## config.mk

```make
export PLATFORM = sky130hd
export DESIGN_NAME = riscv_lsu
export DESIGN_NICKNAME = d
export VERILOG_FILES = /design/src/rtl/riscv_pkg.sv /design/src/rtl/riscv_lsu_align.sv /design/src/rtl/riscv_lsu.sv
export SDC_FILE = /design/constraint.sdc
export NUM_CORES = 1
export LEC_CHECK = 0
export BUFFER_PORTS_ARGS = -buffer_cell sky130_fd_sc_hd__buf_2
export CAP_MARGIN = 20
export CORE_ASPECT_RATIO = 1.5
export CORE_MARGIN = 2
export CORE_UTILIZATION = 49
export DETAILED_ROUTE_END_ITERATION = 6
export PLACE_DENSITY = 0.8
export SETUP_SLACK_MARGIN = 0.3
export SYNTH_ARGS = -nofsm -noshare
export SYNTH_HDL_FRONTEND = slang
export SYNTH_SLANG_ARGS = --single-unit
```

## constraint.sdc

```tcl
create_clock -name clk -period 2 [get_ports clk]
set_input_delay 0.2 -clock clk [delete_from_list [all_inputs] [get_ports clk]]
set_output_delay 0.2 -clock clk [all_outputs]
set_load 0.005 [all_outputs]
```

## src/rtl/riscv_pkg.sv

```systemverilog
// riscv_pkg: shared LSU state encoding and RV32I load/store width codes
package riscv_pkg;
    typedef enum logic [1:0] {IDLE, ISSUE, WAIT} lsu_state_e;
    localparam logic [2:0] F3_B  = 3'b000;
    localparam logic [2:0] F3_H  = 3'b001;
    localparam logic [2:0] F3_W  = 3'b010;
    localparam logic [2:0] F3_BU = 3'b100;
    localparam logic [2:0] F3_HU = 3'b101;
endpackage

```

## src/rtl/riscv_lsu_align.sv

```systemverilog
// riscv_lsu_align: combinational request formatting and load data extraction
// Ports:
//   i_we, i_f3, i_addr_lo, i_wdata -> o_ok (legal and aligned), o_be, o_wdata
//   i_ld_f3, i_ld_addr_lo, i_rdata -> o_rdata (shifted and extended load data)
module riscv_lsu_align
    import riscv_pkg::*;
(
    input  logic        i_we,
    input  logic [2:0]  i_f3,
    input  logic [1:0]  i_addr_lo,
    input  logic [31:0] i_wdata,
    output logic        o_ok,
    output logic [3:0]  o_be,
    output logic [31:0] o_wdata,
    input  logic [2:0]  i_ld_f3,
    input  logic [1:0]  i_ld_addr_lo,
    input  logic [31:0] i_rdata,
    output logic [31:0] o_rdata
);
    logic        w_legal;
    logic        w_aligned;
    logic [31:0] w_shift;

    // Stores have no unsigned variants, so BU/HU codes are only legal for loads.
    assign w_legal   = (i_f3 == F3_B) || (i_f3 == F3_H) || (i_f3 == F3_W) ||
                       (!i_we && ((i_f3 == F3_BU) || (i_f3 == F3_HU)));
    assign w_aligned = (i_f3[1:0] == 2'b00) ||
                       (i_f3[1:0] == 2'b01 && !i_addr_lo[0]) ||
                       (i_f3[1:0] == 2'b10 && i_addr_lo == 2'b00);
    assign o_ok      = w_legal && w_aligned;

    assign o_be    = (i_f3[1:0] == 2'b10) ? 4'b1111 :
                     (i_f3[1:0] == 2'b01) ? 4'b0011 << i_addr_lo : 4'b0001 << i_addr_lo;
    assign o_wdata = (i_f3[1:0] == 2'b10) ? i_wdata :
                     (i_f3[1:0] == 2'b01) ? {2{i_wdata[15:0]}} : {4{i_wdata[7:0]}};

    assign w_shift = i_rdata >> {i_ld_addr_lo, 3'b000};
    assign o_rdata = (i_ld_f3 == F3_B)  ? {{24{w_shift[7]}}, w_shift[7:0]} :
                     (i_ld_f3 == F3_H)  ? {{16{w_shift[15]}}, w_shift[15:0]} :
                     (i_ld_f3 == F3_BU) ? {24'b0, w_shift[7:0]} :
                     (i_ld_f3 == F3_HU) ? {16'b0, w_shift[15:0]} : i_rdata;
endmodule

```

## src/rtl/riscv_lsu.sv

```systemverilog
// riscv_lsu: load/store unit between execute stage and data memory
// Ports:
//   req_*  : op handshake from execute; req_ready high only while IDLE
//   mem_*  : word-aligned request held until mem_gnt, load data on mem_rvalid
//   resp_* : registered one-cycle load result with destination register
//   err_misalign : one-cycle pulse when a misaligned/illegal op is dropped
module riscv_lsu
    import riscv_pkg::*;
#(
    parameter int ADDR_W = 32,
    parameter int XLEN   = 32
) (
    input  logic              clk,
    input  logic              reset_n,
    input  logic              req_valid,
    output logic              req_ready,
    input  logic              req_we,
    input  logic [2:0]        req_funct3,
    input  logic [ADDR_W-1:0] req_addr,
    input  logic [XLEN-1:0]   req_wdata,
    input  logic [4:0]        req_rd,
    output logic              mem_req,
    output logic              mem_we,
    output logic [3:0]        mem_be,
    output logic [ADDR_W-1:0] mem_addr,
    output logic [XLEN-1:0]   mem_wdata,
    input  logic              mem_gnt,
    input  logic              mem_rvalid,
    input  logic [XLEN-1:0]   mem_rdata,
    output logic              resp_valid,
    output logic [4:0]        resp_rd,
    output logic [XLEN-1:0]   resp_rdata,
    output logic              err_misalign
);
    lsu_state_e        r_state;
    lsu_state_e        w_next;
    logic              r_we;
    logic [2:0]        r_f3;
    logic [ADDR_W-1:0] r_addr;
    logic [3:0]        r_be;
    logic [XLEN-1:0]   r_wdata;
    logic [4:0]        r_rd;
    logic              r_resp_valid;
    logic [4:0]        r_resp_rd;
    logic [XLEN-1:0]   r_resp_rdata;
    logic              r_err;
    logic              w_accept;
    logic              w_ok;
    logic              w_resp;
    logic [3:0]        w_be;
    logic [XLEN-1:0]   w_wdata;
    logic [XLEN-1:0]   w_rdata;

    riscv_lsu_align u_align (
        .i_we         (req_we),
        .i_f3         (req_funct3),
        .i_addr_lo    (req_addr[1:0]),
        .i_wdata      (req_wdata),
        .o_ok         (w_ok),
        .o_be         (w_be),
        .o_wdata      (w_wdata),
        .i_ld_f3      (r_f3),
        .i_ld_addr_lo (r_addr[1:0]),
        .i_rdata      (mem_rdata),
        .o_rdata      (w_rdata)
    );

    assign w_accept = req_valid && (r_state == IDLE);
    // A load completes either on rvalid in WAIT or when data returns alongside the grant.
    assign w_resp   = (r_state == ISSUE && mem_gnt && !r_we && mem_rvalid) ||
                      (r_state == WAIT && mem_rvalid);

    always_ff @(posedge clk or negedge reset_n) begin
        if (!reset_n) r_state <= IDLE;
        else          r_state <= w_next;
    end

    always_comb begin
        w_next = r_state;
        case (r_state)
            IDLE:    w_next = (w_accept && w_ok) ? ISSUE : IDLE;
            ISSUE:   w_next = !mem_gnt ? ISSUE : (r_we || mem_rvalid) ? IDLE : WAIT;
            WAIT:    w_next = mem_rvalid ? IDLE : WAIT;
            default: w_next = IDLE;
        endcase
    end

    always_ff @(posedge clk or negedge reset_n) begin
        if (!reset_n) begin
            r_we         <= 1'b0;
            r_f3         <= 3'b0;
            r_addr       <= '0;
            r_be         <= 4'b0;
            r_wdata      <= '0;
            r_rd         <= 5'b0;
            r_resp_valid <= 1'b0;
            r_resp_rd    <= 5'b0;
            r_resp_rdata <= '0;
            r_err        <= 1'b0;
        end else begin
            r_err        <= w_accept && !w_ok;
            r_resp_valid <= w_resp;
            if (w_accept && w_ok) begin
                r_we    <= req_we;
                r_f3    <= req_funct3;
                r_addr  <= req_addr;
                r_be    <= w_be;
                r_wdata <= w_wdata;
                r_rd    <= req_rd;
            end
            if (w_resp) begin
                r_resp_rd    <= r_rd;
                r_resp_rdata <= w_rdata;
            end
        end
    end

    // Derived from the state register so the request drops as soon as reset asserts.
    assign mem_req      = (r_state == ISSUE);
    assign req_ready    = (r_state == IDLE);
    assign mem_we       = r_we;
    assign mem_be       = r_be;
    assign mem_addr     = {r_addr[ADDR_W-1:2], 2'b00};
    assign mem_wdata    = r_wdata;
    assign resp_valid   = r_resp_valid;
    assign resp_rd      = r_resp_rd;
    assign resp_rdata   = r_resp_rdata;
    assign err_misalign = r_err;
endmodule

```

## After elaboration in Yosys (flattened, before gate mapping)

Index checks and enable logic that the tools add are counted.

- Bits in registers: 118
- Bits of input ports: 110
- Output and inout bits: 110

- Eq/ne operators: 11
- Shifts and indexed selects: 3
- Mux-type cells: 13
- Reduce and logical (&&, ||, !) cells: 28

Operators with widths:

| kind | number |
|---|---|
| $mux 32 | 6 |
| $shr 32x5->16 | 1 |
| $eq 3x3->1 const B | 4 |
| $logic_and 1x1->1 | 11 |
| $logic_or 1x1->1 | 8 |
| $mux 4 | 2 |
| $eq 3x1->1 const B | 2 |
| $logic_not 2->1 | 3 |
| $logic_not 3->1 | 2 |
| $mux 2 | 3 |
| $pmux 2 s3 | 1 |
| $eq 2x1->1 const B | 2 |
| $eq 2x2->1 const B | 2 |
| $logic_not 1->1 | 4 |
| $shl 1x2->4 const A | 1 |
| $shl 2x2->4 const A | 1 |
| $eq 3x2->1 const B | 1 |
| $mux 1 | 1 |

## Depth between registers and ports, before layout

Gate-level depths: netlist of the first run.

- Depth after elaboration: 8
- Mapped depth: 7
- Mapped depth without buffers: 5

## Hierarchy

From an unflattened synthesis of the first run, not the netlist that was laid out.

- Cell total of the unflattened synthesis: 538
- Area, all modules: 6,226.0 sq um

By module, submodules not included:

| module | times used | cells each | area an instance (sq um) | seq. area each (sq um) |
|---|---|---|---|---|
| riscv_lsu | 1 | 291 | 4,863.4 | 2,952.8 |
| riscv_lsu_align | 1 | 247 | 1,362.6 | 0.0 |

## Worst setup path before layout of the first run

OpenSTA, ideal clock, no wires.

- Path type: reg-to-reg
- Start point: register r_f3[1]
- End point: register r_resp_rdata[8], in the netlist resp_rdata[8]
- Setup time: 87 ps
- Arrival: 1,546 ps
- Required time: 1,913 ps
- Setup slack: 368 ps
- Stages on the path, launching flop included: 6
- Clock period less this slack: 1,632 ps
- Cells stage by stage: dfrtp_1 -> buf_2 -> or4b_2 -> o22ai_1 -> nand2_1 -> o211ai_1

- Cells in the longest elaborated chain, start to end: 5
- Elaborated cells between the ends (all ways): 8
- Classes of those cells: 3 x eq/ne; 4 x mux; 1 x reduce/logical

Ends and longest elaborated chain:

| element | line | text |
|---|---|---|
| from (decl) | riscv_lsu.sv:38 | `logic [2:0] r_f3;` |
| from (signal assigned) | riscv_lsu.sv:105 | `r_f3 <= req_funct3;` |
| $eq 3x3->1 | riscv_lsu_align.sv:41 | `(i_ld_f3 == F3_HU) ? {16'b0, w_shift[15:0]} : i_rdata;` |
| $mux 32 | riscv_lsu_align.sv:41 |  |
| $mux 32 | riscv_lsu_align.sv:40 | `(i_ld_f3 == F3_BU) ? {24'b0, w_shift[7:0]} :` |
| $mux 32 | riscv_lsu_align.sv:39 | `(i_ld_f3 == F3_H) ? {{16{w_shift[15]}}, w_shift[15:0]} :` |
| $mux 32 * | riscv_lsu_align.sv:38 | `assign o_rdata = (i_ld_f3 == F3_B) ? {{24{w_shift[7]}}, w_shift[7:0]} :` |
| to (signal assigned) | riscv_lsu.sv:113 | `r_resp_rdata <= w_rdata;` |
| to (decl) | riscv_lsu.sv:45 | `logic [XLEN-1:0] r_resp_rdata;` |

Mark *: on every way between the ends. The rest lies on a longest branch, timed or not.
A chain may end at the register's enable or synchronous reset.

## Final worst setup path of the first run

- Start point: register r_state[1]
- End point: register r_wdata[7], in the netlist mem_wdata[7]

- Cells in the longest elaborated chain, start to end: 3

Ends and longest elaborated chain:

| element | line | text |
|---|---|---|
| from (decl) | riscv_lsu.sv:35 | `lsu_state_e r_state;` |
| from (signal assigned) | riscv_lsu.sv:75 | `else r_state <= w_next;` |
| $logic_not 2->1 | riscv_lsu.sv:68 | `assign w_accept = req_valid && (r_state == IDLE);` |
| $logic_and 1x1->1 | riscv_lsu.sv:68 |  |
| $logic_and 1x1->1 | riscv_lsu.sv:103 | `if (w_accept && w_ok) begin` |
| to (signal assigned) | riscv_lsu.sv:108 | `r_wdata <= w_wdata;` |
| to (decl) | riscv_lsu.sv:41 | `logic [XLEN-1:0] r_wdata;` |

Every way passes these cells.

==> impl_metrics.csv, run 1 <==
group,metric,value,unit
layout,fillCellCount,904,
timing,max_clock_freq,618,MHz
worst_setup_path,arrival,1.90,ns
synthesis,ys_seq_area_share,52.7,%
worst_setup_path,r2r_slack,0.38,ns
timing,finalCritPeriodShare,80.9,%
grt,gr-usage-met3,9.49,%
clock_network,root_buffer,"clkbuf_16",
die,start_util,50.4,%
power_and_ir_drop,p_leak,3.76,nW
clock_network,htree_levels,4,
placement,dp_hpwl,11300,um
synthesis,synthFlopType,"dfrtp_1",
clock_network,cts_sinks,118,
synthesis,ys_types,41,
min_path,hp-class,"in -> reg",
synthesis,synthArstFlopShare,100,%
synthesis,avgSynthCellArea,10.7,um2
synthesis,netlist_instances,525,
power_and_ir_drop,power_density,1330,mW/mm2
detailed_routing,detail-route-antenna-nets,0,
placement,gp_congestion,0.846,
layout,drive_gt1_share,45.4,%
layout,syn_to_final_growth,33.1,%
die,rows,47,
synthesis,synth-seq-cells,118,
clock_network,cts_tree,"built",
detailed_routing,drt_iter0_drc,182,
timing,slew_headroom,63.5,%
timing,drv_slew,0,
worst_setup_path,critPathLaunchType,"flop",
timing,post-route-min-period,1.62,ns
worst_setup_path,worstPathRequired,2.28,ns
synthesis,yosys_warnings,0,
die,dieArea,0.0123,mm2
timing,tightest_slew,0.547,ns
detailed_routing,drc,0,
clock_network,clk_pin_slew,0.05,ns
timing,hold_violations,0,
worst_setup_path,crit_type,"reg -> reg",
die,ios,220,
clock_network,numCtsBuffers,17,
die,chipHeight,135,um
detailed_routing,drt-total-wl,15200,um
synthesis,synth_enable_flop_cells,0,
synthesis,syn_area,0.00560,mm2
grt,use_met2,42.8,%
grt,grt_max_degree,61,
placement,place_ws,0.287,ns
worst_setup_path,r2r_cells,4,
detailed_routing,via_per_inst,5.45,
worst_setup_path,r2r-start,"r_state[1]",
grt,grt_pass1_vias,4900,
grt,grt_util_met1,27.4,%
detailed_routing,vias,4801,
worst_setup_path,cp-endpoint,"mem_wdata[7]",
grt,grt_overflow_total,0,
grt,grt_busiest_layer,"met2",
layout,layout_common_cells,"buf_2 (216), dfrtp_1 (117), nand2_1 (90), o21ai_0 (47), mux2_2 (36)",
flow_run,max-cap-violations,0,
detailed_routing,firstDrtPassIters,5,
timing,rsz0062_at_grt,"false",
timing,finalSetupTns,0,ns
detailed_routing,wire_per_inst,17.3,um
power_and_ir_drop,irDropWorstVdd,0.839,mV
grt,grt_pass1_wl,23900,um
worst_setup_path,crit_path_end_kind,"flop",
timing,setup_ws,0.382,ns
die,die_w,91.3,um
worst_setup_path,crit_fanout,49,
timing,setup_viol,0,
placement,io_buffer_count,217,
grt,gr-usage-all-layers,24.7,%
grt,antenna_found_initial,0,
timing,skew,0.00986,ns
clock_network,clk_latency,0.40,ns
clock_network,clockBufferDepth,2,
layout,post-route-util,67.1,%
layout,mostFrequentLayoutCell,"buf_2",
die,core-area,0.0111,mm2
worst_setup_path,r2r_end,"mem_wdata[7]",
run_status,status,"finished clean",
power_and_ir_drop,power,9.94,mW
worst_setup_path,crit_path_start,"r_state[1]",
layout,finalNetCount,831,
registers in the layout, indices dropped and copies added, names as in the netlist:
name          cells
r_state           2
resp_valid        1
resp_rd           5
resp_rdata       32
r_rd              5
mem_be            4
mem_wdata        32
mem_we            1
err_misalign      1
r_addr           32
r_f3              3
layout make-up:
class                   instances  area, um2  area share (%)
repair buffers                246       1370            18.4
flip-flops and latches        118       2950            39.6
diodes                          1       2.50          0.0335
clock inverters                 9        173            2.31
inverters                       9       37.5           0.503
multi-input cells             329       2260            30.3
clock buffers                  22        474            6.36
well taps                     147        184            2.47
metal layers:
metal	part of all wire, %	vias to the layer above
li1	-	2211
met1	37	2340
met2	53	225
met3	7.5	25
met4	2.8	0
met5	0	-
timing repair:
action                                  in CTS  in global routing
hold buffers                                 2                  0
endpoints found under the hold margin       39                  0
endpoints found under the setup margin       2                 25
resized for setup                            2                 14
cloned                                       0                  1
buffers inserted                             0                  7
pin swaps                                    0                  2
cells by family (layout without fill, tap and decap cells):
kind of cell,count (synthesis),count (layout),synth area share [%]
DFF,118,118,52.7
and+or+nand+nor,133,133,10.8
other,1,3,0.0669
AOI/OAI and AO/OA,126,126,14.5
buffers and inverters,79,286,8.06
muxes,67,67,13.8
xor gates and xnor gates,1,1,0.156
report_power, final:
part           switching, mW  internal, mW
registers              0.476          3.24
logic                   1.42          1.47
clock network           1.03          2.30
total                   2.93          7.01
metrics by stage:
step / instance area [um2] / hold WS (ns) / std cells
final: 7460 / 0.0283 / 881
after global routing: 7460 / 0.00580 / 880
after CTS: 7340 / 0.00669 / 872
after detailed placement: 6670 / 0.221 / 839
after global placement: 6670 / 0.205 / 839
after floorplan: 5610 / -0.0956 / 526
Yosys cell counts (all sizes together), types with 2 or more instances:
master | number | area share, %
a21oi | 16 | 1.4
a222oi | 8 | 1.4
a22oi | 9 | 1.2
a31oi | 2 | 0.22
buf | 52 | 6.3
clkbuf | 18 | 1.2
dfrtp | 118 | 53
inv | 9 | 0.60
mux2 | 50 | 11
mux2i | 17 | 3.0
nand2 | 91 | 6.1
nand3b | 2 | 0.27
nor2 | 12 | 0.80
nor2b | 11 | 1.2
nor3 | 2 | 0.18
nor3b | 7 | 0.94
o211ai | 24 | 3.4
o21ai | 48 | 4.4
o22ai | 14 | 1.6
worst min-delay path by stage:
| stage | start | to | cells after the start |
|---|---|---|---|
| after global routing | req_addr[14] | r_addr[14] | 2 |
| after detailed placement | reset_n | resp_rdata[1] | 1 |
| after CTS | req_rd[0] | r_rd[0] | 2 |
| after global placement | reset_n | resp_rdata[1] | 1 |
| after floorplan | reset_n | err_misalign | 0 |
| final | req_addr[10] | r_addr[10] | 2 |
critical path: stages (launching register included):
cell and delay, ns:
dfrtp_1 0.41, nor2_1 0.34, o211ai_4 0.17, buf_12 0.22, mux2_1 0.33
(Power assumes the default switching activity.)
==> run 2: changes to the inputs <==
- CORE_UTILIZATION: 49 -> 44
- PLACE_DENSITY: 0.8 -> 0.76
- clock period: 2 -> 1.4 ns (I/O delays scaled with it)
==> impl_metrics.csv, run 2 (synthesis gave the netlist of run 1 again) <==
group,metric,value,unit
detailed_routing,firstDrtPassIters,5,
clock_network,cts_sinks,118,
worst_setup_path,slowest_delay,0.45,ns
timing,setup_viol,108,
timing,setup_ws,-0.102,ns
timing,drv_slew,0,
die,dieArea,0.0137,mm2
clock_network,htree_levels,4,
power_and_ir_drop,power_density,1780,mW/mm2
worst_setup_path,r2r-start,"r_state[0]",
worst_setup_path,crit_type,"reg -> reg",
clock_network,clockBufferDepth,2,
min_path,hp-class,"in -> reg",
timing,skew,0.00796,ns
worst_setup_path,path_cells,"nor2_4 -> o211ai_4 -> buf_12 -> buf_12 -> mux2_4",
min_path,min_from,"req_wdata[22]",
grt,grt_overflow_total,0,
worst_setup_path,crit_path_end_kind,"flop",
placement,dp_hpwl,11200,um
power_and_ir_drop,pwr-share-seq,35.5,%
detailed_routing,drt_iter0_drc,224,
power_and_ir_drop,p_comb_share,32.8,%
detailed_routing,via_per_inst,5.42,
detailed_routing,detail-route-antenna-nets,0,
worst_setup_path,r2r_end,"mem_wdata[3]",
placement,place_ws,-0.140,ns
detailed_routing,wire_per_inst,18.1,um
run_status,status,"finished with violations",
grt,grt_max_degree,61,
layout,syn_to_final_growth,51.4,%
die,die_w,96.1,um
timing,rsz0062_at_grt,"true",
layout,mostFrequentLayoutCell,"buf_2",
worst_setup_path,critical_path.slowest_cell,"dfrtp_2",
layout,fin_cells,964,
grt,grt_pass1_wl,24600,um
placement,place_inst,876,
worst_setup_path,critPathLaunchType,"flop",
grt,gr-usage-all-layers,23.2,%
worst_setup_path,r2r_cells,5,
detailed_routing,drc,0,
grt,grt_pass1_vias,5125,
clock_network,clk_latency,0.40,ns
power_and_ir_drop,swShare,29.6,%
layout,drive_gt1_share,49.9,%
power_and_ir_drop,p_leak,4.27,nW
die,core-area,0.0124,mm2
worst_setup_path,cp-endpoint,"mem_wdata[3]",
die,chipHeight,142,um
clock_network,cts_tree,"built",
die,start_util,45.0,%
worst_setup_path,worstPathRequired,1.68,ns
flow_run,max-cap-violations,0,
power_and_ir_drop,clkPwrFrac,31.7,%
power_and_ir_drop,switchingPower,4.48,mW
placement,io_buffer_count,217,
worst_setup_path,crit_fanout,10,
detailed_routing,drt-total-wl,17500,um
timing,finalCritPeriodShare,107,%
power_and_ir_drop,irDropWorstVdd,0.892,mV
grt,antenna_found_initial,1,
timing,hold_violations,0,
layout,layout_common_cells,"buf_2 (213), dfrtp_1 (117), nand2_1 (81), dlygate4sd3_1 (38), buf_4 (37)",
worst_setup_path,r2r_slack,-0.10,ns
timing,max_clock_freq,666,MHz
detailed_routing,vias,5222,
layout,finalNetCount,906,
power_and_ir_drop,internal-power,10.6,mW
timing,post-route-min-period,1.50,ns
clock_network,root_buffer,"clkbuf_16",
die,ios,220,
worst_setup_path,crit_path_frequent_cell,"buf_12",
die,rows,50,
clock_network,clk_pin_slew,0.06,ns
run_status,violations,"negative setup slack",
worst_setup_path,crit_path_start,"r_state[0]",
placement,gp_congestion,0.863,
worst_setup_path,arrival,1.79,ns
clock_network,numCtsBuffers,17,
-- run 2: worst min path at each step --
stage	endpoint	slack, ns	cells past startpoint
floorplan	err_misalign	-0.16	0
global placement	r_addr[24]	0.08	1
detailed placement	r_addr[27]	0.09	1
CTS	r_state[0]	0.007	3
global route	mem_we	0.02	2
finish	mem_wdata[22]	0.03	3
-- run 2: layer usage --
metal / track usage [%] / wire length, um
met5: 0 / 0
met4: 10.4 / 501
met1: 25.2 / 6220
met3: 6.04 / 1270
met2: 41.2 / 9510
-- run 2: metrics by stage --
stage | util, % | power, mW | setup TNS [ns] | instance area (um2) | hold slack (ns)
2_1_floorplan | - | 7.90 | -1.48 | 5750 | -0.156
3_3_place_gp | 56.2 | 9.52 | -2.68 | 7000 | 0.0838
3_5_place_dp | 56.2 | 9.75 | -8.31 | 7000 | 0.0889
4_1_cts | 64.8 | 14.7 | -3.49 | 8060 | 0.00695
5_1_grt | 68.1 | 15.9 | -12.21 | 8480 | 0.0194
6_report | 68.1 | 15.1 | -6.75 | 8480 | 0.0251
-- run 2: power groups by stage --
| stage | Combinational (mW) | Sequential [mW] | Clock (mW) |
|---|---|---|---|
| floorplan | 2.58 | 5.32 | 0 |
| global placement | 4.23 | 5.29 | 0 |
| detailed placement | 4.40 | 5.35 | 0 |
| CTS | 4.54 | 5.32 | 4.86 |
| global route | 5.41 | 5.50 | 5.01 |
| finish | 4.96 | 5.37 | 4.79 |
-- run 2: final cells by class --
cell class                 count  area, um2
clock buffer                  21        480
timing repair buffer         321       2260
fill                         904       3970
tap                          156        195
clock inverter                 9        173
sequential                   118       2950
antenna                        1       2.50
inverter                       9       33.8
multi-input combinational    329       2380
-- run 2: worst max-delay path: cells and delay by family (launching register included) --
| family | cells | cell delay, ns |
|---|---|---|
| flip-flops | 1 | 0.45 |
| buffers and inverters | 2 | 0.33 |
| multiplexers | 1 | 0.30 |
| AND/OR/NAND/NOR | 1 | 0.17 |
| AO/OA/AOI/OAI | 1 | 0.12 |
-- run 2: timing repair --
action                     CTS  global route
hold endpoints to repair    62             0
cloned                       0             8
buffers inserted             1            10
gates resized for setup      5            52
setup endpoints to repair  120           130
hold buffers                38             0
pin swaps                    3             2
==> run 3: changes to the inputs <==
- SETUP_SLACK_MARGIN: 0.3 -> 0.1
==> impl_metrics.csv, run 3 (synthesis gave the netlist of run 1 again) <==
group,metric,value,unit
worst_setup_path,critPathLaunchType,"flop",
detailed_routing,wire_per_inst,18.9,um
timing,skew,0.00783,ns
detailed_routing,vias,5327,
timing,rsz0062_at_grt,"true",
worst_setup_path,r2r_end,"resp_rdata[19]",
run_status,violations,"design-rule violations, negative setup slack",
worst_setup_path,crit_fanout,15,
flow_run,max-cap-violations,0,
die,ios,220,
grt,grt_pass1_vias,5352,
run_status,status,"finished with violations",
timing,timing.hold.ws,0.0249,ns
grt,grt_pass1_wl,26500,um
worst_setup_path,worstPathRequired,1.70,ns
timing,setup_ws,-0.150,ns
layout,fin_cells,967,
power_and_ir_drop,irDropWorstVdd,1.05,mV
power_and_ir_drop,p_leak,4.30,nW
die,die_w,96.1,um
timing,hold_violations,0,
min_path,hp-class,"in -> reg",
die,start_util,45.0,%
clock_network,root_buffer,"clkbuf_16",
power_and_ir_drop,power,15.7,mW
placement,io_buffer_count,217,
worst_setup_path,crit_path_end_kind,"flop",
placement,place_inst,876,
worst_setup_path,r2r-start,"r_state[1]",
clock_network,clk_pin_slew,0.06,ns
detailed_routing,via_per_inst,5.51,
detailed_routing,detail-route-antenna-nets,0,
worst_setup_path,crit_type,"reg -> reg",
detailed_routing,drt_iter0_drc,300,
placement,gp_congestion,0.912,
clock_network,numCtsBuffers,17,
die,chipHeight,142,um
layout,syn_to_final_growth,54.6,%
power_and_ir_drop,power_density,1810,mW/mm2
die,core-area,0.0124,mm2
timing,finalCritPeriodShare,111,%
layout,finalNetCount,907,
clock_network,clockBufferDepth,2,
worst_setup_path,r2r_slack,-0.15,ns
timing,drv_slew,0,
timing,post-route-min-period,1.55,ns
worst_setup_path,r2r_cells,5,
clock_network,cts_sinks,118,
worst_setup_path,arrival,1.85,ns
worst_setup_path,path_cells,"and4bb_2 -> o21ai_4 -> buf_6 -> buf_12 -> o211ai_1",
placement,dp_hpwl,11500,um
grt,antenna_found_initial,0,
die,rows,50,
detailed_routing,drc,1,
layout,drive_gt1_share,53.3,%
timing,setup_viol,106,
die,dieArea,0.0137,mm2
grt,grt_overflow_total,0,
layout,layout_common_cells,"buf_2 (216), dfrtp_1 (115), nand2_1 (72), dlygate4sd3_1 (38), buf_4 (38)",
detailed_routing,drt-total-wl,18300,um
clock_network,htree_levels,4,
worst_setup_path,crit_path_start,"r_state[1]",
clock_network,clk_latency,0.41,ns
grt,grt_max_degree,54,
clock_network,cts_tree,"built",
timing,max_clock_freq,645,MHz
grt,gr-usage-all-layers,25.5,%
worst_setup_path,slowest_delay,0.44,ns
worst_setup_path,cp-endpoint,"resp_rdata[19]",
detailed_routing,firstDrtPassIters,7,
layout,mostFrequentLayoutCell,"buf_2",
timing,finalSetupTns,-7.31,ns
worst_setup_path,critical_path.slowest_cell,"dfrtp_2",
[run 3: worst max-delay path: cells and delay by family (launching register included)]
kind / cells / cell delay [ns]
and+or+nand+nor: 1 / 0.35
DFF: 1 / 0.44
buffers and inverters: 2 / 0.30
AOI/OAI and AO/OA: 2 / 0.34
[run 3: per-layer routing]
metal	up-vias	track usage (%)	routed length (um)
met2	339	43.8	9580
met3	84	5.03	1540
met4	0	17.4	1120
li1	2369	-	-
met1	2535	27.5	6050
met5	-	0	0
[run 3: worst min path at each step]
stage | depth (start not counted) | start | slack [ns] | to
final | 2 | req_we | 0.02 | mem_we
after global routing | 2 | req_we | 0.02 | mem_we
after CTS | 3 | mem_gnt | 0.01 | r_state[0]
after detailed placement | 1 | reset_n | 0.08 | resp_rdata[2]
after global placement | 1 | reset_n | 0.07 | resp_rdata[1]
after floorplan | 0 | reset_n | -0.16 | err_misalign
[run 3: what timing repair did]
action | CTS | global route
pin swaps | 19 | 18
setup endpoints to repair | 115 | 117
endpoints found under the hold margin | 59 | 0
buffers inserted | 8 | 5
hold buffers | 38 | 0
gates cloned | 4 | 4
gates resized for setup | 58 | 58
[run 3: area by class of cell]
cell class | count | area, um2
diodes | 1 | 2.50
clock buffers | 19 | 453
clock inverters | 13 | 226
fillers | 892 | 3780
inverters | 9 | 33.8
multi-input cells | 329 | 2520
flip-flops and latches | 118 | 2960
well taps | 156 | 195
repair buffers | 322 | 2280
[run 3: through the flow]
step           worst slack, ns  util (%)  area [um2]
6_report                -0.150      69.6        8670
5_1_grt                 -0.182      69.6        8660
4_1_cts                -0.0926      67.3        8380
3_5_place_dp            -0.167      56.1        6990
3_3_place_gp            -0.130      56.1        6990
2_1_floorplan          -0.0523         -        5710
[run 3: power breakdown]
| group | switching, mW | internal, mW | leakage (nW) |
|---|---|---|---|
| Sequential | 0.795 | 4.63 | 1.44 |
| Combinational | 2.44 | 2.87 | 2.53 |
| Clock | 1.54 | 3.42 | 0.325 |
